$ cat src/rtl/shift_pkg.sv
// Shared definitions for the 8-bit shift sequencer and its shifter stage.
//   - op encodings (SH_*), FSM state type, datapath constants
//   - mux4: the 4-input mux primitive every shifter bit is built from
package shift_pkg;

  localparam int DATA_W   = 8;
  localparam int SHAMT_W  = 3;
  localparam int STEP_MAX = 3;

  localparam logic [1:0] SH_LSL = 2'b00;
  localparam logic [1:0] SH_LSR = 2'b01;
  localparam logic [1:0] SH_ASR = 2'b10;
  localparam logic [1:0] SH_ROR = 2'b11;

  typedef enum logic [1:0] {
    IDLE  = 2'b00,
    SHIFT = 2'b01,
    DONE  = 2'b10
  } seq_state_t;

  function automatic logic mux4(input logic [1:0] sel,
                                input logic a0, input logic a1,
                                input logic a2, input logic a3);
    logic y;
    case (sel)
      2'b00:   y = a0;
      2'b01:   y = a1;
      2'b10:   y = a2;
      default: y = a3;
    endcase
    return y;
  endfunction

endpackage

$ cat src/rtl/shifter8_stage.sv
// Combinational single-pass shifter: shifts d_in by k (0..3) using op.
// Ports:
//   d_in  [7:0]  operand
//   k     [1:0]  shift amount for this pass
//   op    [1:0]  SH_LSL / SH_LSR / SH_ASR / SH_ROR
//   d_out [7:0]  shifted result
// Each output bit is a 4-input mux over k; each mux leg is itself a
// 4-input mux over op, selecting the source bit for that distance.
module shifter8_stage
  import shift_pkg::*;
(
  input  logic [DATA_W-1:0] d_in,
  input  logic [1:0]        k,
  input  logic [1:0]        op,
  output logic [DATA_W-1:0] d_out
);

  for (genvar i = 0; i < DATA_W; i++) begin : g_bit
    logic [3:0] taps;

    for (genvar j = 0; j < 4; j++) begin : g_tap
      logic lsl_b;
      logic lsr_b;
      logic asr_b;
      logic ror_b;

      if (i >= j) begin : g_lsl_src
        assign lsl_b = d_in[i-j];
      end else begin : g_lsl_fill
        assign lsl_b = 1'b0;
      end

      if (i + j <= DATA_W - 1) begin : g_rsh_src
        assign lsr_b = d_in[i+j];
        assign asr_b = d_in[i+j];
      end else begin : g_rsh_fill
        assign lsr_b = 1'b0;
        assign asr_b = d_in[DATA_W-1];
      end

      // Bit 0 wraps around to bit 7, i.e. rotate right.
      assign ror_b = d_in[(i+j) % DATA_W];

      // Leg order follows the op encoding: LSL, LSR, ASR, ROR.
      assign taps[j] = mux4(op, lsl_b, lsr_b, asr_b, ror_b);
    end

    assign d_out[i] = mux4(k, taps[0], taps[1], taps[2], taps[3]);
  end

endmodule

$ cat src/rtl/shift_seq8.sv
// Multi-cycle 8-bit shift sequencer driving shifter8_stage.
// A request (data, 0..7 amount, op) is iterated through the stage in
// passes of up to 3 until the full amount is applied; the result is then
// presented on a valid/ready output.
// Ports:
//   clk, reset_n                  clock, async active-low reset
//   in_valid/in_ready             request handshake
//   in_data, in_shamt, in_op      operand, total shift, operation
//   out_valid/out_ready           result handshake
//   out_data, out_zero            result and its zero flag
//
// state | meaning
// ------+--------------------------------------------------------------
// IDLE  | waiting for a request; in_ready high
// SHIFT | one stage pass per cycle until rem reaches 0
// DONE  | first cycle loads output regs, then holds until out_ready
module shift_seq8
  import shift_pkg::*;
(
  input  logic                clk,
  input  logic                reset_n,
  input  logic                in_valid,
  output logic                in_ready,
  input  logic [DATA_W-1:0]   in_data,
  input  logic [SHAMT_W-1:0]  in_shamt,
  input  logic [1:0]          in_op,
  output logic                out_valid,
  input  logic                out_ready,
  output logic [DATA_W-1:0]   out_data,
  output logic                out_zero
);

  seq_state_t          state_q, state_d;
  logic [DATA_W-1:0]   work_q;
  logic [SHAMT_W-1:0]  rem_q;
  logic [1:0]          op_q;
  logic                out_valid_q;
  logic [DATA_W-1:0]   out_data_q;
  logic                out_zero_q;

  logic [1:0]          step;
  logic [SHAMT_W-1:0]  rem_next;
  logic [DATA_W-1:0]   stage_out;
  logic                load_req;
  logic                do_shift;
  logic                load_out;
  logic                clear_out;

  assign step     = (rem_q > SHAMT_W'(STEP_MAX)) ? 2'(STEP_MAX) : rem_q[1:0];
  assign rem_next = rem_q - {1'b0, step};

  shifter8_stage u_stage (
    .d_in  (work_q),
    .k     (step),
    .op    (op_q),
    .d_out (stage_out)
  );

  always_ff @(posedge clk or negedge reset_n) begin
    if (!reset_n) state_q <= IDLE;
    else          state_q <= state_d;
  end

  always_comb begin
    state_d   = state_q;
    load_req  = 1'b0;
    do_shift  = 1'b0;
    load_out  = 1'b0;
    clear_out = 1'b0;
    case (state_q)
      IDLE: begin
        if (in_valid) begin
          load_req = 1'b1;
          state_d  = (in_shamt != '0) ? SHIFT : DONE;
        end
      end
      SHIFT: begin
        do_shift = 1'b1;
        if (rem_next == '0) state_d = DONE;
      end
      DONE: begin
        // Output regs are loaded on the first DONE edge; handoff can only
        // happen once out_valid is actually visible.
        if (!out_valid_q) begin
          load_out = 1'b1;
        end else if (out_ready) begin
          clear_out = 1'b1;
          state_d   = IDLE;
        end
      end
      default: state_d = IDLE;
    endcase
  end

  always_ff @(posedge clk or negedge reset_n) begin
    if (!reset_n) begin
      work_q <= '0;
      rem_q  <= '0;
      op_q   <= SH_LSL;
    end else if (load_req) begin
      work_q <= in_data;
      rem_q  <= in_shamt;
      op_q   <= in_op;
    end else if (do_shift) begin
      work_q <= stage_out;
      rem_q  <= rem_next;
    end
  end

  always_ff @(posedge clk or negedge reset_n) begin
    if (!reset_n) begin
      out_valid_q <= 1'b0;
      out_data_q  <= '0;
      out_zero_q  <= 1'b0;
    end else if (load_out) begin
      out_valid_q <= 1'b1;
      out_data_q  <= work_q;
      out_zero_q  <= (work_q == '0);
    end else if (clear_out) begin
      out_valid_q <= 1'b0;
    end
  end

  // Gated with reset_n so the block never advertises ready while held in reset.
  assign in_ready  = (state_q == IDLE) && reset_n;
  assign out_valid = out_valid_q;
  assign out_data  = out_data_q;
  assign out_zero  = out_zero_q;

endmodule

$ cat config.mk
export PLATFORM = sky130hd
export DESIGN_NAME = shift_seq8
export DESIGN_NICKNAME = d
export VERILOG_FILES = /design/src/rtl/shift_pkg.sv /design/src/rtl/shifter8_stage.sv /design/src/rtl/shift_seq8.sv
export SDC_FILE = /design/constraint.sdc
export NUM_CORES = 1
export LEC_CHECK = 0
export ABC_AREA = 1
export CORE_ASPECT_RATIO = 1.25
export CORE_MARGIN = 3
export CORE_UTILIZATION = 24
export CTS_CLUSTER_SIZE = 8
export DETAILED_ROUTE_END_ITERATION = 16
export PLACE_DENSITY = 0.52
export RECOVER_POWER = 100
export SYNTH_ARGS = -nofsm -noshare
export SYNTH_HDL_FRONTEND = slang
export SYNTH_SLANG_ARGS = --single-unit
$ cat constraint.sdc
create_clock -name clk -period 1.6 [get_ports clk]
set_input_delay 0.4 -clock clk [delete_from_list [all_inputs] [get_ports clk]]
set_output_delay 0.4 -clock clk [all_outputs]
set_load 0.02 [all_outputs]
Word level (Yosys, flattened, before mapping) --
Index checks and enable logic that the tools add are counted.
Cells by class: add/sub/neg operators 1, order comparisons 1, equal/unequal tests 12, muxes and demuxes 52, reduce and logical (&&, ||, !) cells 12
Operator list (count):
- 1-bit one-hot mux with 3 select lines | 14
- 1-bit 2-to-1 mux | 27
- 8-bit 2-to-1 mux | 2
- 2-bit 2-to-1 mux | 6
- 2-bit != test, second input constant | 6
- 8-bit logical NOT | 1
- 2-bit by 1-bit equality test with 1-bit output, second input constant | 3
- 2-bit equality test, second input constant | 3
- 2-bit logical NOT | 3
- 3-bit 2-to-1 mux | 2
- 2-bit one-hot mux with 3 select lines | 1
- 4-bit AND reduction | 1
- 2-bit nonzero test | 2
- 3-bit by 2-bit > comparator with 1-bit output, second input constant | 1
- 3-bit logical NOT | 1
- 3-bit AND reduction | 1
- 3-bit nonzero test | 1
- 3-bit by 2-bit subtractor with 3-bit output | 1
- 2-bit AND reduction | 1
- 1-bit logical AND | 1
Word-level totals: register bits after elaboration 25, bits of input ports 17

Depth between registers and ports, before layout --
depth after elaboration 6, mapped depth 10, depth with buffers taken out 9

By module --
Synthesis repeated with hierarchy kept, for this count alone.
Unflattened totals: cells, all modules 239, area, all modules 1631.6 sq um
Modules (own cells, without submodules):
- shift_seq8 | instances 1, cells an instance 154, area each 1217.4 sq um
- shifter8_stage | instances 1, cells an instance 85, area each 414.1 sq um

Worst setup path before layout --
No wires, ideal clock.
kind reg2reg, from register rem_q[2], to register work_q[6], library setup time 0.116 ns, data arrival time 1.424 ns, data required time 1.484 ns, slack 0.059 ns, cell stages (with the launch flop) 10, buffers on the path 1, clock period less this slack 1.541 ns, path through dfrtp_1 > nor2_1 > ha_1 > buf_1 > inv_1 > nand3_1 > nand2_1 > nand2_1 > nand2_1 > nand2_1
Between the ends: longest elaborated chain between the ends 6
RTL lines:
- start: declaration | line shift_seq8.sv:35 | logic [SHAMT_W-1:0] rem_q;
- start signal: assignment | line shift_seq8.sv:102 | rem_q <= in_shamt;
- start signal: assignment | line shift_seq8.sv:106 | rem_q <= rem_next;
- 3-bit by 2-bit > comparator with 1-bit output * | line shift_seq8.sv:49 | assign step = (rem_q > SHAMT_W'(STEP_MAX)) ? 2'(STEP_MAX) : rem_q[1:0];
- 2-bit 2-to-1 mux * | line shift_seq8.sv:49
- 2-bit equality test, or another cell as far along | line shift_pkg.sv:25 | case (sel)
- 1-bit one-hot mux with 3 select lines | line shift_pkg.sv:25
- 8-bit 2-to-1 mux | line shift_seq8.sv:104 | end else if (do_shift) begin
- 8-bit 2-to-1 mux | line shift_seq8.sv:100 | end else if (load_req) begin
- end signal: assignment | line shift_seq8.sv:101 | work_q <= in_data;
- end signal: assignment | line shift_seq8.sv:105 | work_q <= stage_out;
- end: declaration | line shift_seq8.sv:34 | logic [DATA_W-1:0] work_q;
Every way passes the cells marked *; elsewhere a longest branch is shown, timed or not. The select of a mux whose other input is x is not followed. A chain may end at the register's enable or synchronous reset.

Worst setup path in the final report --
from register state_q[0], to output in_ready
Between the ends: longest elaborated chain between the ends 2
RTL lines:
- start: declaration | line shift_seq8.sv:33 | seq_state_t state_q, state_d;
- start signal: assignment | line shift_seq8.sv:61 | else state_q <= state_d;
- 2-bit logical NOT | line shift_seq8.sv:125 | assign in_ready = (state_q == IDLE) && reset_n;
- 1-bit logical AND | line shift_seq8.sv:125
- end: declaration | line shift_seq8.sv:23 | output logic in_ready,
No other way between the ends.

==> summary.md <==
| Metric | Value |
|---|---|
| Synth Net Count | `247` |
| Simple-Gate Fraction of Synth Area | `32.22%` |
| # IOs | `28` |
| Pwr Total | `4.599 mW` |
| Remaining antenna violation count after routing | `0` |
| Slew margin rel. | `56.50%` |
| Worst setup EP type | `output pin` |
| Ys Warns | `0` |
| Total grt overflow | `0` |
| Antenna diode count | `0` |
| DRC | `0` |
| Avg WL per Cell | `12.05 um` |
| HP Class | `input port to asynchronous set/reset pin` |
| Async set or reset register ratio after synthesis | `100.0%` |
| FILL cells | `753` |
| Die ar. | `7880 sq um` |
| CTS tree | `yes` |
| Drt pass-1 iters | `4` |
| Vias | `1603` |
| Final net count | `286` |
| DRT Wirelength | `4230 um` |
| Startpoint Class | `flop` |
| CP delay by family, top | `flip-flops` |
| Vias in the first global route | `1653` |
| Status | `complete, no violations` |
| Number of port buffers | `27` |
| Rows | `33` |
| Cell area after synthesis | `1643 sq um` |
| Root Buffer | `clkbuf_8` |
| Initial Utilization | `24.87%` |
| Post-synthesis xor/xnor area fraction | `0%` |
| Postcts setup bufs | `0` |
| Worst skew pair latency | `0.27 ns` |
| Slowest cell on crit path | `dfrtp_1` |
| Multiplexer share of the synthesized area | `0%` |
| Buf/Inv on CP | `2` |
| Clock buffer depth | `2` |
| HPWL Detailed | `3264 um` |
| CP required | `1.20 ns` |
| Die W | `80 um` |
| CTS H-tree lvls | `1` |
| Final WS setup | `0.09503 ns` |
| Post-synthesis cell type count | `29` |
| Top_reg_cell synth | `dfrtp_1` |
| Crit Path Max Fanout | `2` |
| Static Leak | `1.041 nW` |
| Synthesized-area fraction occupied by adder cells | `3.046%` |
| Main combinational cell family by area after synthesis | `simple AND/OR/NAND/NOR gates` |
| Vias per cell | `4.567` |
| Routability cong. | `0.8794` |
| Layout area overhead | `27.80%` |
| Core area | `6606 sq um` |
| Final min period | `1.505 ns` |
| Setup CP Type | `flop to output pin` |
| Synth Register Bits | `25` |
| Share of the synthesized area in the top cell type | `38.08%` |
| CTS Buf Count | `3` |
| Max Slew Vio Count | `0` |
| Gr usage total | `11.46%` |
| Worst-Margin Slew | `0.6525 ns` |
| Most frequent cell after synthesis | `nand2_1` |
| TNS Setup | `0 ns` |
| Dpl ws | `-0.4877 ns` |
| Post-CTS Hold Buffers | `0` |
| Placed cells | `347` |
| Top cells by area, synth | `dfrtp_1 38%, nand2_1 15%, nand3_1 8.8%` |
| PD cells | `2191 nW/um^2` |
| Crit path DAT | `1.10 ns` |
| FMAX | `664.5 MHz` |
| Ratio of final minimum period to clock period | `94.06%` |
| RSZ-0062 raised after global routing | `false` |
| Clk_skew | `0.007283 ns` |
| Max VDD drop | `816.6 uV` |
| Largest net degree at the start of global routing | `26` |
| Max incr delay on CP | `0.39 ns` |
| Clock transition at the registers of the reported paths | `0.10 ns` |
| First-pass GRT wire length | `7272 um` |
| Multi-input gate area | `853.3 sq um` |
| Register area | `626.9 sq um` |
| Post-synthesis compound-gate area fraction | `16.22%` |
| Crit path cell chain | `nor2_2, inv_1, nor2_1, clkbuf_2` |
| Area leader, netlist | `dfrtp_1` |
| Share of layout cells above drive strength 1 | `17.05%` |
| Initial DRC Count | `105` |
| # setup viols final | `0` |
| Antenna violations before repair | `0` |
| Synth cell count leaders | `67 x nand2_1, 29 x nand3_1, 26 x inv_1` |
| Final hold violations | `0` |
| Maxcap violations | `0` |
| Height of the die | `98.50 um` |
| Seq/Total Area, Yosys | `38.08%` |
| Clock Sinks | `25` |
| Non-Filler Instances | `351` |
| Avg Inst Size Synth | `7.269 sq um` |
| Number of synthesized flops with an enable pin | `0` |
| Mapped Cells | `226` |
[cells in the final DEF (no fill, tap or decap), drive strengths merged]
cell type      Yosys  final
a21oi              5      5
a31o               1      1
buf                7     11
clkbuf             1      8
clkdlybuf4s50      0     15
clkinv             0      1
dfrtp             25     25
dlygate4sd2        0     11
ha                 4      4
inv               29     29
nand2             72     72
nand3             29     29
nand4              1      1
nor2              14     14
o211ai             4      4
o21a               1      1
o21ai             27     27
o221ai             1      1
o22ai              1      1
o31ai              2      2
or2                2      2
[sequential cells by signal (all words and copies together) (netlist names)]
name / flops
rem_q: 3
work_q: 8
out_valid: 1
out_zero: 1
state_q: 2
out_data: 8
op_q: 2
[layout make-up]
cell class	instances	area share (%)
tap	87	5.185
inverter	29	5.185
clock inverter	1	0.2384
timing repair buffer	42	16.92
sequential	25	29.86
clock buffer	3	1.967
multi-input combinational	164	40.64
[worst paths after layout]
check                           start          end  slack, ns  cells past startpoint
setup reg to reg             rem_q[2]    work_q[6]       0.12                      8
min in group clk             out_zero     out_zero       0.48                      2
setup / recovery           state_q[0]     in_ready        0.1                      4
hold reg to reg              out_zero     out_zero       0.48                      2
max in group asynchronous     reset_n     rem_q[2]       0.71                      2
hold / removal                reset_n  out_data[0]       0.44                      2
[power breakdown]
part	internal, mW	switching [mW]	total [mW]
logic	1.20	1.87	3.08
registers	0.928	0.208	1.14
clock network	0.174	0.212	0.386
total	2.30	2.29	4.60
[metal layers]
metal  global-route usage [%]  routed length (um)  part of all wire (%)
met1                    14.05                1851                    44
met5                        0                   0                     0
met3                    1.463                 166                   3.9
met2                    19.90                2111                    50
met4                    4.811                 101                   2.4
[what timing repair did]
item	4_1_cts	5_1_grt
pin swaps	0	1
setup endpoints to repair	13	7
resized for setup	18	8
[cell families after synthesis]
family	count (synthesis)
flops	25
simple gates	118
compound gates	42
fa+ha+maj	4
buf+inv	37
[metrics by stage]
stage          cell area (sq um)  utilization, %  hold WS [ns]
2_1_floorplan               1643               -        0.1044
3_3_place_gp                2072           31.36        0.4646
3_5_place_dp                2072           31.36        0.4687
4_1_cts                     2105           31.86        0.3356
5_1_grt                     2100           31.78        0.5029
6_report                    2100           31.78        0.4381
Power figures use the tool's default switching activity.
